===== config.mk =====
export PLATFORM = sky130hd
export DESIGN_NAME = handler_packet_buffer
export DESIGN_NICKNAME = d
export VERILOG_FILES = /design/src/rtl/handler_packet_buffer.sv
export SDC_FILE = /design/constraint.sdc
export NUM_CORES = 2
export LEC_CHECK = 0
export ABC_AREA = 0
export ABC_CLOCK_PERIOD_IN_PS = 24500
export BUFFER_PORTS_ARGS = -buffer_cell sky130_fd_sc_hd__buf_2
export CAP_MARGIN = 20
export CELL_PAD_IN_SITES_DETAIL_PLACEMENT = 2
export CELL_PAD_IN_SITES_GLOBAL_PLACEMENT = 2
export CORE_MARGIN = 2
export CORE_UTILIZATION = 56
export CTS_CLUSTER_SIZE = 40
export DETAILED_ROUTE_END_ITERATION = 12
export GPL_TIMING_DRIVEN = 0
export PLACE_DENSITY = 0.81
export SLEW_MARGIN = 0
export SYNTH_ARGS = -nofsm -noshare
export SYNTH_HDL_FRONTEND = slang
export SYNTH_MEMORY_MAX_BITS = 65536
export SYNTH_SLANG_ARGS = --single-unit

===== constraint.sdc =====
create_clock -name clock -period 24.5 [get_ports clock]
set_input_delay 2.45 -clock clock [delete_from_list [all_inputs] [get_ports clock]]
set_output_delay 2.45 -clock clock [all_outputs]
set_load 0.005 [all_outputs]

===== src/rtl/handler_packet_buffer.sv =====
// Store-and-forward AM packet buffer: filters non-local destinations and releases a packet
// to the handler stage only after every beat of it has been written.
module handler_packet_buffer #(
   parameter int NUM_KERNELS    = 2,
   parameter int DEPTH          = 64,
   parameter int DROP_CNT_WIDTH = 16
) (
   input  logic                      clock,
   input  logic                      reset_n,
   input  logic [63:0]               axis_in_tdata,
   input  logic                      axis_in_tlast,
   input  logic                      axis_in_tvalid,
   output logic                      axis_in_tready,
   input  logic [15:0]               address_offset,
   output logic [63:0]               axis_handler_tdata,
   output logic                      axis_handler_tlast,
   output logic                      axis_handler_tvalid,
   input  logic                      axis_handler_tready,
   output logic                      drop_pulse,
   output logic [DROP_CNT_WIDTH-1:0] drop_count
);
   localparam int AW = $clog2(DEPTH);
   localparam int PW = AW + 1;
   localparam logic [15:0] NK = 16'(NUM_KERNELS);

   typedef enum logic [1:0] {WR_HEADER, WR_PAYLOAD, WR_DROP} wr_state_t;

   logic [64:0] mem [DEPTH];
   logic [64:0] rd_word_q;

   wr_state_t state_q, state_d;
   logic [PW-1:0] wr_ptr_q, wr_ptr_d;
   logic [PW-1:0] rd_ptr_q, rd_ptr_d;
   logic [PW-1:0] commit_ptr_q, commit_ptr_d;
   logic [PW-1:0] pkt_start_q, pkt_start_d;
   logic [PW-1:0] pkt_count_q, pkt_count_d;
   logic          out_valid_q, out_valid_d;
   logic          drop_pulse_q, drop_pulse_d;
   logic [DROP_CNT_WIDTH-1:0] drop_count_q, drop_count_d;

   logic        full, in_hs, wr_en, commit, drop, is_local;
   logic        avail, load, release_pkt;
   logic [15:0] idx;

   assign full  = (wr_ptr_q[AW] != rd_ptr_q[AW]) && (wr_ptr_q[AW-1:0] == rd_ptr_q[AW-1:0]);
   assign axis_in_tready = reset_n && ((state_q == WR_DROP) || !full);
   assign in_hs = axis_in_tvalid && axis_in_tready;
   assign idx = axis_in_tdata[39:24] - address_offset;
   assign is_local = idx < NK;

   always_comb begin
      state_d      = state_q;
      wr_ptr_d     = wr_ptr_q;
      pkt_start_d  = pkt_start_q;
      commit_ptr_d = commit_ptr_q;
      wr_en        = 1'b0;
      commit       = 1'b0;
      drop         = 1'b0;
      case (state_q)
         WR_HEADER: begin
            if (in_hs) begin
               if (is_local) begin
                  wr_en       = 1'b1;
                  pkt_start_d = wr_ptr_q;
                  if (axis_in_tlast) commit = 1'b1;
                  else               state_d = WR_PAYLOAD;
               end else begin
                  drop = 1'b1;
                  if (!axis_in_tlast) state_d = WR_DROP;
               end
            end
         end
         WR_PAYLOAD: begin
            // A packet larger than the whole buffer can never drain: rewind and discard it.
            if (full && (pkt_count_q == '0)) begin
               wr_ptr_d = pkt_start_q;
               drop     = 1'b1;
               state_d  = WR_DROP;
            end else if (in_hs) begin
               wr_en = 1'b1;
               if (axis_in_tlast) begin
                  commit  = 1'b1;
                  state_d = WR_HEADER;
               end
            end
         end
         WR_DROP: begin
            if (in_hs && axis_in_tlast) state_d = WR_HEADER;
         end
         default: state_d = WR_HEADER;
      endcase
      if (wr_en)  wr_ptr_d     = wr_ptr_q + PW'(1);
      if (commit) commit_ptr_d = wr_ptr_q + PW'(1);
   end

   // Only beats below commit_ptr belong to complete packets and may be read out.
   assign avail       = (rd_ptr_q != commit_ptr_q);
   assign load        = avail && (!out_valid_q || axis_handler_tready);
   assign release_pkt = out_valid_q && axis_handler_tready && rd_word_q[64];

   always_comb begin
      rd_ptr_d    = rd_ptr_q;
      out_valid_d = out_valid_q;
      if (load) begin
         rd_ptr_d    = rd_ptr_q + PW'(1);
         out_valid_d = 1'b1;
      end else if (out_valid_q && axis_handler_tready) begin
         out_valid_d = 1'b0;
      end
      pkt_count_d = pkt_count_q;
      if (commit && !release_pkt)      pkt_count_d = pkt_count_q + PW'(1);
      else if (!commit && release_pkt) pkt_count_d = pkt_count_q - PW'(1);
      drop_pulse_d = drop;
      drop_count_d = drop_count_q;
      if (drop && (drop_count_q != '1)) drop_count_d = drop_count_q + DROP_CNT_WIDTH'(1);
   end

   always_ff @(posedge clock) begin
      if (wr_en) mem[wr_ptr_q[AW-1:0]] <= {axis_in_tlast, axis_in_tdata};
      if (load)  rd_word_q <= mem[rd_ptr_q[AW-1:0]];
   end

   always_ff @(posedge clock) begin
      if (!reset_n) begin
         state_q      <= WR_HEADER;
         wr_ptr_q     <= '0;
         rd_ptr_q     <= '0;
         commit_ptr_q <= '0;
         pkt_start_q  <= '0;
         pkt_count_q  <= '0;
         out_valid_q  <= 1'b0;
         drop_pulse_q <= 1'b0;
         drop_count_q <= '0;
      end else begin
         state_q      <= state_d;
         wr_ptr_q     <= wr_ptr_d;
         rd_ptr_q     <= rd_ptr_d;
         commit_ptr_q <= commit_ptr_d;
         pkt_start_q  <= pkt_start_d;
         pkt_count_q  <= pkt_count_d;
         out_valid_q  <= out_valid_d;
         drop_pulse_q <= drop_pulse_d;
         drop_count_q <= drop_count_d;
      end
   end

   assign axis_handler_tdata  = rd_word_q[63:0];
   assign axis_handler_tlast  = rd_word_q[64];
   assign axis_handler_tvalid = out_valid_q;
   assign drop_pulse          = drop_pulse_q;
   assign drop_count          = drop_count_q;
endmodule

==> flow_summary.json, run 1 <==
{
  "outcome": "did not finish",
  "lastStage": "detailed placement (3_5_place_dp)",
  "error": "[ERROR DPL-0033] detailed placement checks failed during check placement.",
  "gp_congestion": 0.7970,
  "synth_top_area_cell": "edfxtp_1",
  "die-width_um": 543.9,
  "yosysSeqAreaShare_pct": 78.41,
  "synth_compound_area_share_pct": 0.4531,
  "start_util_pct": 56.21,
  "rows": 198,
  "syn_area_sq_um": 163200,
  "synthCells": 6482,
  "ys_warn_count": 0,
  "synth_ff_type": "edfxtp_1",
  "io_buffer_count": 167,
  "muxShareOfSynthArea_pct": 18.94,
  "yosys.cell_types.count": 72,
  "async_flop_share_pct": 0,
  "synth_fa_ha_area_share_pct": 0.2008,
  "dp.final_hpwl_um": 477000,
  "ys_ff_latch": 4280,
  "synth_top_family_by_area": "multiplexers",
  "io-pin-count": 169,
  "synth_top_area_share_pct": 77.73,
  "synth_nets": 6592,
  "die_h_um": 543.9,
  "synthSimpleGateAreaFrac_pct": 0.9161,
  "synth.avg_cell_area_sq_um": 25.18,
  "synthTopCellsByArea": "edfxtp_1, mux4_2, dfxtp_1",
  "synth_edf_count": 4225,
  "synth_xor_area_share_pct": 0.2154
}
through the flow:
step | setup slack (ns) | std cells
after global placement | 1.275 | 10549
after floorplan | 12.95 | 6482
Yosys cell counts, types with 3 or more instances:
| cell type | instances |
|---|---|
| a211oi_1 | 13 |
| a21o_1 | 9 |
| a21oi_1 | 38 |
| a31oi_1 | 3 |
| and2_1 | 3 |
| and3_1 | 5 |
| buf_1 | 77 |
| buf_2 | 11 |
| clkbuf_1 | 257 |
| dfxtp_1 | 55 |
| edfxtp_1 | 4225 |
| ha_1 | 23 |
| inv_1 | 23 |
| mux2i_1 | 16 |
| mux4_2 | 1365 |
| nand2_1 | 39 |
| nand2b_1 | 17 |
| nand3_1 | 21 |
| nand4_1 | 7 |
| nor2_1 | 93 |
| nor2b_1 | 7 |
| nor3_1 | 23 |
| nor3_2 | 3 |
| nor3b_1 | 3 |
| nor4_1 | 16 |
| o21a_1 | 5 |
| o21ai_0 | 11 |
| o31ai_1 | 5 |
| or2_2 | 4 |
| or3_1 | 10 |
| or4_1 | 8 |
| xnor2_1 | 23 |
| xor2_1 | 14 |
logic make-up after synthesis:
| kind of cell | Yosys count |
|---|---|
| adders and majority gates | 25 |
| AOI/OAI and AO/OA | 110 |
| DFF | 4280 |
| muxes | 1382 |
| buffers and inverters | 371 |
| and+or+nand+nor | 276 |
| xor gates and xnor gates | 38 |
==> run 2, diff against run 1 <==
Settings changed: CELL_PAD_IN_SITES_DETAIL_PLACEMENT 2 to not set, CELL_PAD_IN_SITES_GLOBAL_PLACEMENT 2 to not set, CORE_UTILIZATION 56 to 40, CTS_CLUSTER_SIZE 40 to not set, PLACE_DENSITY 0.81 to not set, PLACE_DENSITY_LB_ADDON set to 0.15.
==> run 2 against run 1 <==
The flow now finishes without violations. Synthesized cell count is the same. Synthesized area is the same.
==> flow_summary.json, run 2 <==
{
  "die-area_sq_um": 413200,
  "yosys.cell_types.count": 72,
  "total_power_w": 0.01550,
  "cts_resized": 0,
  "via_count": 77280,
  "gp_congestion": 0.7864,
  "syn_area_sq_um": 163200,
  "dp.cells": 12519,
  "drive_gt1_share_pct": 35.20,
  "pre_cts_ws_ns": 15.46,
  "setup_slack_ns": 16.71,
  "timing.final.crit_share_pct": 31.81,
  "r2r_cells": 16,
  "drtPass1Iterations": 6,
  "synth_top_area_share_pct": 77.73,
  "reg2reg_slack_ns": 18.04,
  "wl_um": 461800,
  "htree_levels": 5,
  "crit_fanout": 30,
  "worstPathArrival_ns": 8.47,
  "tritoncts": "yes",
  "async_flop_share_pct": 0,
  "largest_register_ffs": 4160,
  "io-pin-count": 169,
  "gr-total-overflow": 0,
  "synth_nets": 6592,
  "mostFrequentLayoutCells": "edfxtp_1, mux4_2, clkbuf_16, clkbuf_1, buf_12",
  "r2r-start": "rd_ptr_q[4]",
  "cts_root_buf": "clkbuf_16",
  "critPathRequiredTime_ns": 25.18,
  "rows": 234,
  "rsz0062_at_grt": "false",
  "die_h_um": 642.8,
  "clk_pin_slew_ns": 0.06,
  "area_growth_pct": 18.88,
  "fin_cells": 13455,
  "yosysSeqAreaShare_pct": 78.41,
  "grt_pass1_vias": 78504,
  "layout_commonest_cell": "edfxtp_1",
  "hold_buffers": 0,
  "antenna_found_initial": 40,
  "synth_commonest_cells": "edfxtp_1, mux4_2, clkbuf_1",
  "hold_class": "flip-flop to flip-flop",
  "wire_per_inst_um": 34.32,
  "hp-start": "pkt_start_q[0]",
  "final_core_util_pct": 47.78,
  "io_buffer_count": 167,
  "max_freq_mhz": 128.3,
  "synth_ff_type": "edfxtp_1",
  "synth_edf_count": 4225,
  "post_cts_buffers": 0,
  "coreArea_sq_um": 406100,
  "start_util_pct": 40.19,
  "worst_pin_slew_ns": 1.210,
  "synthTopCellsByArea": "edfxtp_1, mux4_2, dfxtp_1",
  "dp.final_hpwl_um": 318800,
  "timing.rr.end": "mem[34][48]",
  "synth.avg_cell_area_sq_um": 25.18,
  "hold_viol": 0,
  "n_fill_cell": 32810,
  "clock-sinks": 4280,
  "cellPowerDensity_nw_per_um2": 79.87,
  "skew_ns": 0.03926,
  "grt_pass1_wl_um": 638100,
  "synthCells": 6482,
  "drt_iter0_drc": 9049,
  "holdPathEnd": "wr_ptr_q[0]",
  "route.detailed.drc": 0,
  "ys_warn_count": 0,
  "cts_buffer_depth": 4,
  "grt_max_degree": 66,
  "post_drt_via_cell_ratio": 5.744,
  "critPathLaunchType": "input pin",
  "synth_top_area_cell": "edfxtp_1",
  "report.final.slew_viol_count": 0,
  "max_cap_viol_count": 0,
  "final_antenna_net_count": 0,
  "cts_inserted_buffers": 451,
  "nNetsFinal": 7741,
  "relSlewSlack_pct": 18.65,
  "min_period_ns": 7.793,
  "synth_most_common_cell": "edfxtp_1",
  "clk_latency_ns": 1.00,
  "crit_type": "input pin to flip-flop",
  "report.final.setup_viol": 0,
  "p_leak_nw": 58.49,
  "outcome": "finished, final reports clean",
  "ys_ff_latch": 4280,
  "grtUsageTotal_pct": 22.16,
  "hold_path_depth": 2,
  "peakVddDrop_mv": 0.05878,
  "cp-end-kind": "flip-flop",
  "die-width_um": 642.8
}
==> run 2: cell counts after synthesis <==
No cell type changed its count.
==> run 2: worst max path at each step <==
stage | from | endpoint | slack (ns) | depth (start not counted)
floorplan | axis_in_tdata[24] | mem[0][0] | 12.95 | 13
global placement | axis_in_tdata[24] | mem[0][7] | -0.51 | 14
detailed placement | axis_in_tdata[35] | mem[35][41] | 15.46 | 20
CTS | axis_in_tdata[35] | mem[34][42] | 16.55 | 20
global route | axis_in_tdata[24] | mem[35][41] | 16.54 | 20
finish | axis_in_tdata[24] | mem[34][48] | 16.71 | 21
==> run 2: layout make-up <==
cell class | instances | area, sq um | area share (%)
Clock buffer | 565 | 11990 | 6.178
Tap cell | 5428 | 6792 | 3.500
Timing Repair Buffer | 696 | 9335 | 4.811
Buffer | 346 | 1369 | 0.7055
Inverter | 25 | 93.84 | 0.04836
Sequential cell | 4280 | 128000 | 65.96
Multi-Input combinational cell | 1831 | 34280 | 17.67
Antenna cell | 21 | 52.55 | 0.02708
Clock inverter | 263 | 2147 | 1.107
==> run 2: per-layer routing <==
layer  up-vias  global-route usage [%]  wire length [um]
met5         -                       0                54
met4         8                   5.121             10380
met3       573                   3.668             32230
met2      2983                   36.20            225700
met1     42936                   31.41            193400
li1      30780                       -                 -
==> run 2: logic make-up (layout without fill, tap and decap cells) <==
kind of cell | count (synthesis) | after routing | share of synthesized area [%]
buffers and inverters | 371 | 1895 | 0.8640
adders and majority gates | 25 | 25 | 0.2009
other | 0 | 21 | 0
xor gates and xnor gates | 38 | 38 | 0.2154
muxes | 1382 | 1382 | 18.94
DFF | 4280 | 4280 | 78.41
AOI/OAI and AO/OA | 110 | 110 | 0.4531
and+or+nand+nor | 276 | 276 | 0.9161
==> run 2: through the flow <==
stage,area (sq um),setup TNS [ns],hold WS (ns)
final,194000,0,0.4606
after global routing,194000,0,0.4868
after CTS,192400,0,0.4622
after detailed placement,178300,0,0.4468
after global placement,170800,-66.28,0.4590
after floorplan,163200,0,0.4313
==> run 2: power breakdown <==
| group | leakage, nW | switching, W | total, W | internal [W] |
|---|---|---|---|---|
| Combinational | 13.2 | 0.000466 | 0.000844 | 0.000378 |
| Sequential | 38.4 | 0.00000345 | 0.00805 | 0.00805 |
| Clock | 6.90 | 0.00282 | 0.00660 | 0.00377 |
| Total | 58.5 | 0.00329 | 0.0155 | 0.0122 |
==> run 2: critical path, stage by stage <==
cell,delay [ns]
buf_2,0.52
nand2b_4,0.27
inv_2,0.04
fa_1,0.38
nor2b_1,0.23
o21a_1,0.18
o211a_1,0.19
mux2_4,0.32
nor3_2,0.19
nand4bb_4,0.18
nor4_4,0.61
o21ai_2,0.33
clkbuf_1,0.39
nor3_2,0.76
buf_8,0.24
buf_6,0.16
buf_6,0.19
buf_8,0.17
buf_6,0.18
buf_6,0.18
buf_4,0.22
No activity file was read; power rests on OpenSTA's default activity.
